**config.mk**
```make
export PLATFORM = sky130hd
export DESIGN_NAME = chdr_fifo_to_radio_demux
export DESIGN_NICKNAME = d
export VERILOG_FILES = /design/src/rtl/chdr_fifo_to_radio_demux.sv
export SDC_FILE = /design/constraint.sdc
export NUM_CORES = 1
export LEC_CHECK = 0
export BUFFER_PORTS_ARGS = -buffer_cell sky130_fd_sc_hd__buf_4
export CORE_UTILIZATION = 43
export CTS_CLUSTER_DIAMETER = 100
export DETAILED_ROUTE_END_ITERATION = 8
export MAX_ROUTING_LAYER = met4
export PLACE_DENSITY = 0.83
export RECOVER_POWER = 50
export SYNTH_ARGS = -nofsm -noshare
export SYNTH_HDL_FRONTEND = slang
export SYNTH_SLANG_ARGS = --single-unit
export TNS_END_PERCENT = 5
```
**constraint.sdc**
```tcl
create_clock -name clk -period 2.61 [get_ports clk]
set_input_delay 0 -clock clk [delete_from_list [all_inputs] [get_ports clk]]
set_output_delay 0 -clock clk [all_outputs]
set_load 0.05 [all_outputs]
```
**src/rtl/chdr_fifo_to_radio_demux.sv**
```systemverilog
// CHDR deep-FIFO drain stage: qualifies each packet header, routes data packets
// to one of NUM_CHAN radio TX streams with tlast derived from the header length,
// and drains malformed or unroutable packets so the input stream never stalls.
//
// state      | meaning
// -----------+-----------------------------------------------------------
// IDLE       | waiting for a header word to appear on the input
// CHECK_HEAD | header on s_tdata, not consumed yet; decode and pick route
// DATA_PKT   | forwarding the packet (header included) to the chosen channel
// DUMP       | consuming a well-formed but unroutable packet, drop_cnt at end
// ERROR      | consuming the single bad header word, then resync on next word
module chdr_fifo_to_radio_demux #(
    parameter int          NUM_CHAN      = 2,
    parameter logic [31:0] DATA_SID_BASE = 32'h50,
    parameter logic [31:0] SID_STRIDE    = 32'h10,
    parameter logic [31:0] SID_MASK      = 32'hffff_fff0,
    parameter int          MAX_PKT_BYTES = 1472
) (
    input  logic                     clk,
    input  logic                     rst,
    input  logic [63:0]              s_tdata,
    input  logic                     s_tvalid,
    output logic                     s_tready,
    output logic [64*NUM_CHAN-1:0]   m_tdata,
    output logic [NUM_CHAN-1:0]      m_tvalid,
    output logic [NUM_CHAN-1:0]      m_tlast,
    input  logic [NUM_CHAN-1:0]      m_tready,
    output logic [15:0]              drop_cnt,
    output logic [15:0]              err_cnt,
    output logic [1:0]               active_chan
);

    typedef enum logic [4:0] {
        IDLE       = 5'b00001,
        CHECK_HEAD = 5'b00010,
        DATA_PKT   = 5'b00100,
        DUMP       = 5'b01000,
        ERROR      = 5'b10000
    } state_t;

    state_t      state, state_nxt;
    logic [15:0] word_cnt;
    logic [15:0] pkt_len;
    logic [1:0]  chan;

    logic [2:0]  hdr_type;
    logic [15:0] len_bytes;
    logic [31:0] sid_masked;
    logic        type_ok;
    logic        len_ok;
    logic [15:0] hdr_pkt_len;
    logic        hit_any;
    logic [1:0]  hit_chan;
    logic        last_beat;
    logic        beat;
    logic        unused_hdr_bits;

    assign hdr_type    = {s_tdata[63:62], s_tdata[60]};
    assign len_bytes   = s_tdata[47:32];
    assign sid_masked  = s_tdata[31:0] & SID_MASK;
    assign type_ok     = (hdr_type == 3'b000) || (hdr_type == 3'b001) || (hdr_type == 3'b010);
    assign len_ok      = (len_bytes >= 16'd8) && (len_bytes <= 16'(MAX_PKT_BYTES));
    // Length in QWORDs rounded up; header word is part of the count.
    assign hdr_pkt_len = {3'b000, len_bytes[15:3]} + {15'd0, |len_bytes[2:0]};
    assign last_beat   = (word_cnt == pkt_len - 16'd1);
    assign beat        = s_tvalid && s_tready;
    assign unused_hdr_bits = ^{s_tdata[61], s_tdata[59:48]};

    // Every channel sees the input word; only the routed channel's valid is raised.
    assign m_tdata     = {NUM_CHAN{s_tdata}};
    assign active_chan = (NUM_CHAN == 1) ? 2'd0 : chan;

    // SID match against each channel; scanning downward lets the lowest index win.
    always_comb begin
        hit_any  = 1'b0;
        hit_chan = 2'd0;
        for (int i = NUM_CHAN - 1; i >= 0; i--) begin
            if (sid_masked == DATA_SID_BASE + SID_STRIDE * 32'(i)) begin
                hit_any  = 1'b1;
                hit_chan = 2'(i);
            end
        end
    end

    // Next-state and handshake outputs.
    always_comb begin
        state_nxt = state;
        s_tready  = 1'b0;
        m_tvalid  = '0;
        m_tlast   = '0;
        case (state)
            IDLE: begin
                if (s_tvalid) state_nxt = CHECK_HEAD;
            end
            CHECK_HEAD: begin
                if (!s_tvalid)                state_nxt = IDLE;
                else if (!len_ok)             state_nxt = ERROR;
                else if (type_ok && hit_any)  state_nxt = DATA_PKT;
                else                          state_nxt = DUMP;
            end
            DATA_PKT: begin
                for (int i = 0; i < NUM_CHAN; i++) begin
                    if (chan == 2'(i)) begin
                        m_tvalid[i] = s_tvalid;
                        m_tlast[i]  = last_beat;
                        s_tready    = m_tready[i];
                    end
                end
                if (beat && last_beat) state_nxt = IDLE;
            end
            DUMP: begin
                s_tready = 1'b1;
                if (s_tvalid && last_beat) state_nxt = IDLE;
            end
            ERROR: begin
                s_tready = 1'b1;
                if (s_tvalid) state_nxt = IDLE;
            end
            default: state_nxt = IDLE;
        endcase
    end

    // State register.
    always_ff @(posedge clk) begin
        if (rst) state <= IDLE;
        else     state <= state_nxt;
    end

    // Packet length/channel latch, beat counter and saturating event counters.
    always_ff @(posedge clk) begin
        if (rst) begin
            word_cnt <= 16'd0;
            pkt_len  <= 16'd0;
            chan     <= 2'd0;
            drop_cnt <= 16'd0;
            err_cnt  <= 16'd0;
        end else begin
            case (state)
                CHECK_HEAD: begin
                    if (s_tvalid && len_ok) begin
                        pkt_len  <= hdr_pkt_len;
                        word_cnt <= 16'd0;
                        if (type_ok && hit_any) chan <= hit_chan;
                    end
                end
                DATA_PKT, DUMP: begin
                    if (beat) begin
                        word_cnt <= last_beat ? 16'd0 : word_cnt + 16'd1;
                        if (state == DUMP && last_beat && drop_cnt != 16'hffff)
                            drop_cnt <= drop_cnt + 16'd1;
                    end
                end
                ERROR: begin
                    if (s_tvalid && err_cnt != 16'hffff) err_cnt <= err_cnt + 16'd1;
                end
                default: ;
            endcase
        end
    end

endmodule

```
; ---- Word level (Yosys, flattened, before mapping)
; Cells that the tools add are included.
[word_totals]
word_cells = 80
reg_bits = 71
output_inout_bits = 167
[classes]
n_eq_ne = 19
add_sub_neg = 5
n_reduce_logical = 23
order_cmp = 2
muxes = 25
[op_table]
columns = op, count
row1 = $eq A28 B3 Y1 const B, 2
row2 = $add A16 B1 Y16 const B, 3
row3 = $mux W16, 3
row4 = $ne A16 B16 Y1 const B, 2
row5 = $pmux W16 S2, 1
row6 = $mux W5, 6
row7 = $pmux W5 S5, 1
row8 = $eq A16 B16 Y1, 1
row9 = $ge A16 B4 Y1 const B, 1
row10 = $le A16 B11 Y1 const B, 1
row11 = $sub A16 B1 Y16 const B, 1
row12 = $add A13 B1 Y14, 1
row13 = $ne A2 B2 Y1 const B, 6
row14 = $logic_and A1 B1 Y1, 9
row15 = $mux W1, 9
row16 = $reduce_and A3 Y1, 3
row17 = $mux W2, 3
row18 = $eq A5 B1 Y1 const B, 1
row19 = $eq A5 B2 Y1 const B, 1
row20 = $eq A5 B3 Y1 const B, 1
row21 = $eq A5 B4 Y1 const B, 1
row22 = $eq A5 B5 Y1 const B, 1
row23 = $mux W4, 1
row24 = $reduce_and A2 Y1, 2
row25 = other kinds (11), 13

; ---- Depth between registers and ports, before layout
[logic_depth]
word_depth = 8
ltp_mapped = 13

; ---- Least setup slack after synthesis
; No wires, ideal clock.
[synth_timing]
path_kind = register to register
start = reg chan[0], in the netlist active_chan[0]
end = reg drop_cnt[11]
slack_ns = -2.652
stages_incl_launch_ff = 9
required_time_ns = 2.550
t_arrival_ns = 5.202
path_cell_list = dfxtp_1 > mux2_1 > a211oi_1 > a2111oi_0 > nand2_1 > a311o_1 > or4_1 > or4_1 > nand2_1
[synth_via]
elab_chain_cells = 6
elab_cells_between_ends = 7
[synth_rtl]
columns = element, line
row1 = start: declaration, 44  ; logic [1:0] chan;
row2 = start signal: assignment, 143  ; if (type_ok && hit_any) chan <= hit_chan;
row3 = $logic_not A2 Y1, 103  ; if (chan == 2'(i)) begin
row4 = $mux W1, 103
row5 = $mux W1 (*), 103
row6 = $pmux W1 S2 (*), 91  ; case (state)
row7 = via s_tready, 23  ; output logic s_tready,
row8 = $logic_and A1 B1 Y1 (*), 66  ; assign beat = s_tvalid && s_tready;
row9 = $reduce_and A3 Y1 (no line) (*), n/a
row10 = end signal: assignment, 150  ; drop_cnt <= drop_cnt + 16'd1;
row11 = end: declaration, 28  ; output logic [15:0] drop_cnt,
; Mark *: on every way through the listed nets, which the timed path passes. The rest lies on a longest branch.
; A chain may end at the register's enable or synchronous reset.

; ---- Worst setup path in the final report
[layout_timing]
start = reg pkt_len[1]
end = reg drop_cnt[8]
[layout_via]
elab_chain_cells = 5
[layout_rtl]
columns = element, line
row1 = start: declaration, 43  ; logic [15:0] pkt_len;
row2 = start signal: assignment, 141  ; pkt_len <= hdr_pkt_len;
row3 = $sub A16 B1 Y16, 65  ; assign last_beat = (word_cnt == pkt_len - 16'd1);
row4 = $eq A16 B16 Y1, 65
row5 = $logic_and A1 B1 Y1 (2 in series), 149  ; if (state == DUMP && last_beat && drop_cnt != 16'hffff)
row6 = $reduce_and A3 Y1 (no line), n/a
; Every way passes these cells.

==> impl_metrics.env <==
export IMPL_status="finished, violations left"
export IMPL_violations="negative setup slack"
export IMPL_grt_max_degree=67
export IMPL_grt_busiest_layer="met2"
export IMPL_worst_slack_ns=-0.1399
export IMPL_synth_area_per_cell_sq_um=7.896
export IMPL_antenna_found_initial=0
export IMPL_synth_top_cell_by_area="dfxtp_1"
export IMPL_synthArstFlopShare=0
export IMPL_cts_tree="yes"
export IMPL_yosys_warnings=0
export IMPL_drv_slew=0
export IMPL_fin_crit_sh=1.054
export IMPL_drive_above_1_share=0.3427
export IMPL_p_switching_w=0.001048
export IMPL_rr_startpoint="pkt_len[1]"
export IMPL_antenna_cells=0
export IMPL_clk_latency_ns=0.33
export IMPL_holdCritPathClass="in2out"
export IMPL_regToRegSetupSlack_ns=-0.14
export IMPL_drt_initial_drc_count=270
export IMPL_grt_util_met2=0.3895
export IMPL_finalPower_w=0.003086
export IMPL_gr_total_overflow=0
export IMPL_num_vias=4849
export IMPL_boundaryPins=236
export IMPL_synth_most_common_cell="buf_4"
export IMPL_clk_pin_slew_ns=0.06
export IMPL_synth_top_area_frac=0.2732
export IMPL_synth_edff_count=0
export IMPL_hpwl_microns=10900
export IMPL_holdPathStages=0
export IMPL_placed_cell_area_sq_um=5958
export IMPL_drc=0
export IMPL_coreArea_sq_um=11080
export IMPL_layout_min_cycle_time_ns=2.750
export IMPL_start_util=0.4497
export IMPL_cp_required_ns=2.87
export IMPL_startpoint_type="flip-flop"
export IMPL_synth_fp_nets=706
export IMPL_cts_buffers=9
export IMPL_swShare=0.3395
export IMPL_rsz0062_at_grt="true"
export IMPL_pre_cts_ws_ns=-0.2836
export IMPL_tightest_slew_ns=0.7225
export IMPL_clock_sinks=68
export IMPL_die_area_sq_um=12020
export IMPL_reg2regPathDepth=13
export IMPL_postSynthCellCount=631
export IMPL_endpoint_kind="flip-flop"
export IMPL_routed_via_density=5.467
export IMPL_grt_util_met1=0.3308
export IMPL_setup_tns_ns=-1.871
export IMPL_track_usage=0.2506
export IMPL_drt_total_wl_microns=14910
export IMPL_ys_flop_type="dfxtp_1"
export IMPL_gp_congestion=0.8582
export IMPL_power_frac_clock=0.403
export IMPL_ir_drop_uv=342.8
export IMPL_syn2layout_area_growth_pct=29.28
export IMPL_cp_max_fo=6
export IMPL_dr_pass1_iters=4
export IMPL_leakagePower_nw=2.589
export IMPL_wl_per_cell_microns=16.80
export IMPL_clock_path_buffers=2
export IMPL_max_cap_violations=0
export IMPL_crit_start="pkt_len[1]"
export IMPL_slew_headroom=0.5183
export IMPL_post_place_cells=861
export IMPL_yosysUniqueCellTypes=58
export IMPL_htreeDepth=3
export IMPL_root_buffer="clkbuf_16"
export IMPL_p_comb_frac=0.248
export IMPL_holdCritStartpoint="s_tdata[58]"
export IMPL_nNetsFinal=817
export IMPL_p_per_area_nw_per_um2=479.1
export IMPL_grt_pass1_vias=4508
export IMPL_ys_seq_area_frac=0.2732
export IMPL_internal_power_w=0.002039
export IMPL_netlist_top_cells_count="129 x buf_4, 68 x dfxtp_1, 56 x nor2_1"
export IMPL_fin_worst_skew_ns=0.006306
export IMPL_netlist_top_cells_area="dfxtp_1 27%, buf_4 19%, xnor2_1 5.3%"
export IMPL_met3_usage=0.04861
export IMPL_fp_dieW_microns=109.6
export IMPL_setup_viol=29
export IMPL_hold_viol=0
export IMPL_ant_nets=0
export IMPL_layoutNonFillerInstCount=887
export IMPL_cp_arrival_ns=3.01
export IMPL_rows=38
export IMPL_max_freq_mhz=363.6
export IMPL_nFillCells=1000
export IMPL_r2r_end="drop_cnt[8]"
export IMPL_p_seq_frac=0.349
export IMPL_ys_seq_elements=68
export IMPL_worstSetupPathType="reg2reg"
export IMPL_port_buffer_count=183
export IMPL_grt_pass1_wl_microns=22610
export IMPL_synthesis_area_sq_um=4982
export IMPL_hold_end="m_tdata[58]"
export IMPL_die_h_microns=109.6
export IMPL_design_area_sq_um=6441
-- worst max-delay path by stage --
stage,endpoint,slack [ns],cells after the start
2_1_floorplan,drop_cnt[11],-0.32,7
3_3_place_gp,drop_cnt[6],-0.19,11
3_5_place_dp,drop_cnt[8],-0.28,11
4_1_cts,drop_cnt[8],-0.15,10
5_1_grt,drop_cnt[7],-0.26,12
6_report,drop_cnt[8],-0.14,13
-- stage by stage --
step	hold WS [ns]	utilization
5_1_grt	0.0001098	0.5814
3_3_place_gp	0.0005259	0.5378
4_1_cts	0.0005259	0.5869
2_1_floorplan	0.1466	-
3_5_place_dp	0.0005259	0.5378
6_report	0.00002844	0.5814
-- power groups by stage --
stage,sequential [W],clock [W],combinational [W]
after floorplan,0.00110,0,0.000743
after global placement,0.00110,0,0.000788
after detailed placement,0.00110,0,0.000794
after CTS,0.00108,0.00125,0.000803
after global routing,0.00108,0.00131,0.000807
final,0.00108,0.00124,0.000766
-- logic make-up (layout without fill, tap and decap cells) --
| group | Yosys count | count (layout) | synth area share |
|---|---|---|---|
| and+or+nand+nor | 254 | 254 | 0.2752 |
| buffers and inverters | 164 | 280 | 0.2228 |
| AOI/OAI and AO/OA | 79 | 79 | 0.1067 |
| DFF | 68 | 68 | 0.2732 |
| xor gates and xnor gates | 52 | 52 | 0.09141 |
| muxes | 7 | 7 | 0.01482 |
| adders and majority gates | 6 | 6 | 0.01507 |
| other | 1 | 1 | 0.0007527 |
-- worst max-delay path: stages, from the launching register on --
cell and delay, ns:
dfxtp_2 0.33, inv_2 0.05, ha_4 0.17, buf_4 0.15, nor3b_4 0.15, nand3_1 0.11, buf_4 0.12, o2111ai_1 0.13
o21ai_0 0.19, nand2_1 0.14, or2_4 0.33, buf_12 0.15, or4_4 0.51, a21oi_2 0.14
-- sequential cells by signal, summed over array words and instances (netlist names) --
name and cells:
word_cnt 16, active_chan 1, pkt_len 14, drop_cnt 16
state 5, err_cnt 16
-- cells in the final DEF (no fill, tap or decap), types with 3 or more instances in the layout --
master        n
nand4_1      16
o31ai_1       4
nand2_1      43
inv_1         7
a21oi_1      19
o211ai_1      3
and3_1       10
and2_1        8
mux2i_1       4
nor3b_1       4
clkinvlp_4    3
nor4b_1       3
xor2_1       21
nand3_1      17
buf_6         8
xnor2_2       3
or4_1        11
or4_4         3
nor2_1       55
nor4_1        6
clkbuf_1     64
o21ai_0      12
or3_1        10
a211oi_1      7
nor2b_1       6
a31oi_1       5
ha_1          5
nand2b_1      4
xnor2_1      27
and4_1        5
nor3_1       29
o31ai_2       3
clkbuf_16     9
buf_4       178
nor4_4        4
dfxtp_1      63
dfxtp_2       4
-- area by class of cell --
cell class	instances	area [sq um]	area share
sequential	68	1370	0.2127
multi-input combinational	399	2790	0.4332
inverter	9	33.78	0.005245
tap	140	175.2	0.02720
clock inverter	7	75.07	0.01166
timing repair buffer	255	1772	0.2751
clock buffer	9	225.2	0.03497
-- repair_timing --
item                                    in CTS  in global routing
pin swaps                                   25                 14
gates cloned                                 2                  0
buffers inserted                             5                  3
endpoints found under the setup margin      36                 37
resized for setup                           33                 32
hold endpoints to repair                     1                  0
hold buffers                                 1                  0
-- per-layer routing --
layer	routed length, microns	vias to the layer above
li1	-	2323
met2	7039	175
met5	0	-
met4	212	0
met1	6593	2319
met3	1060	32
Note: power is estimated with default switching activity, not from simulation.
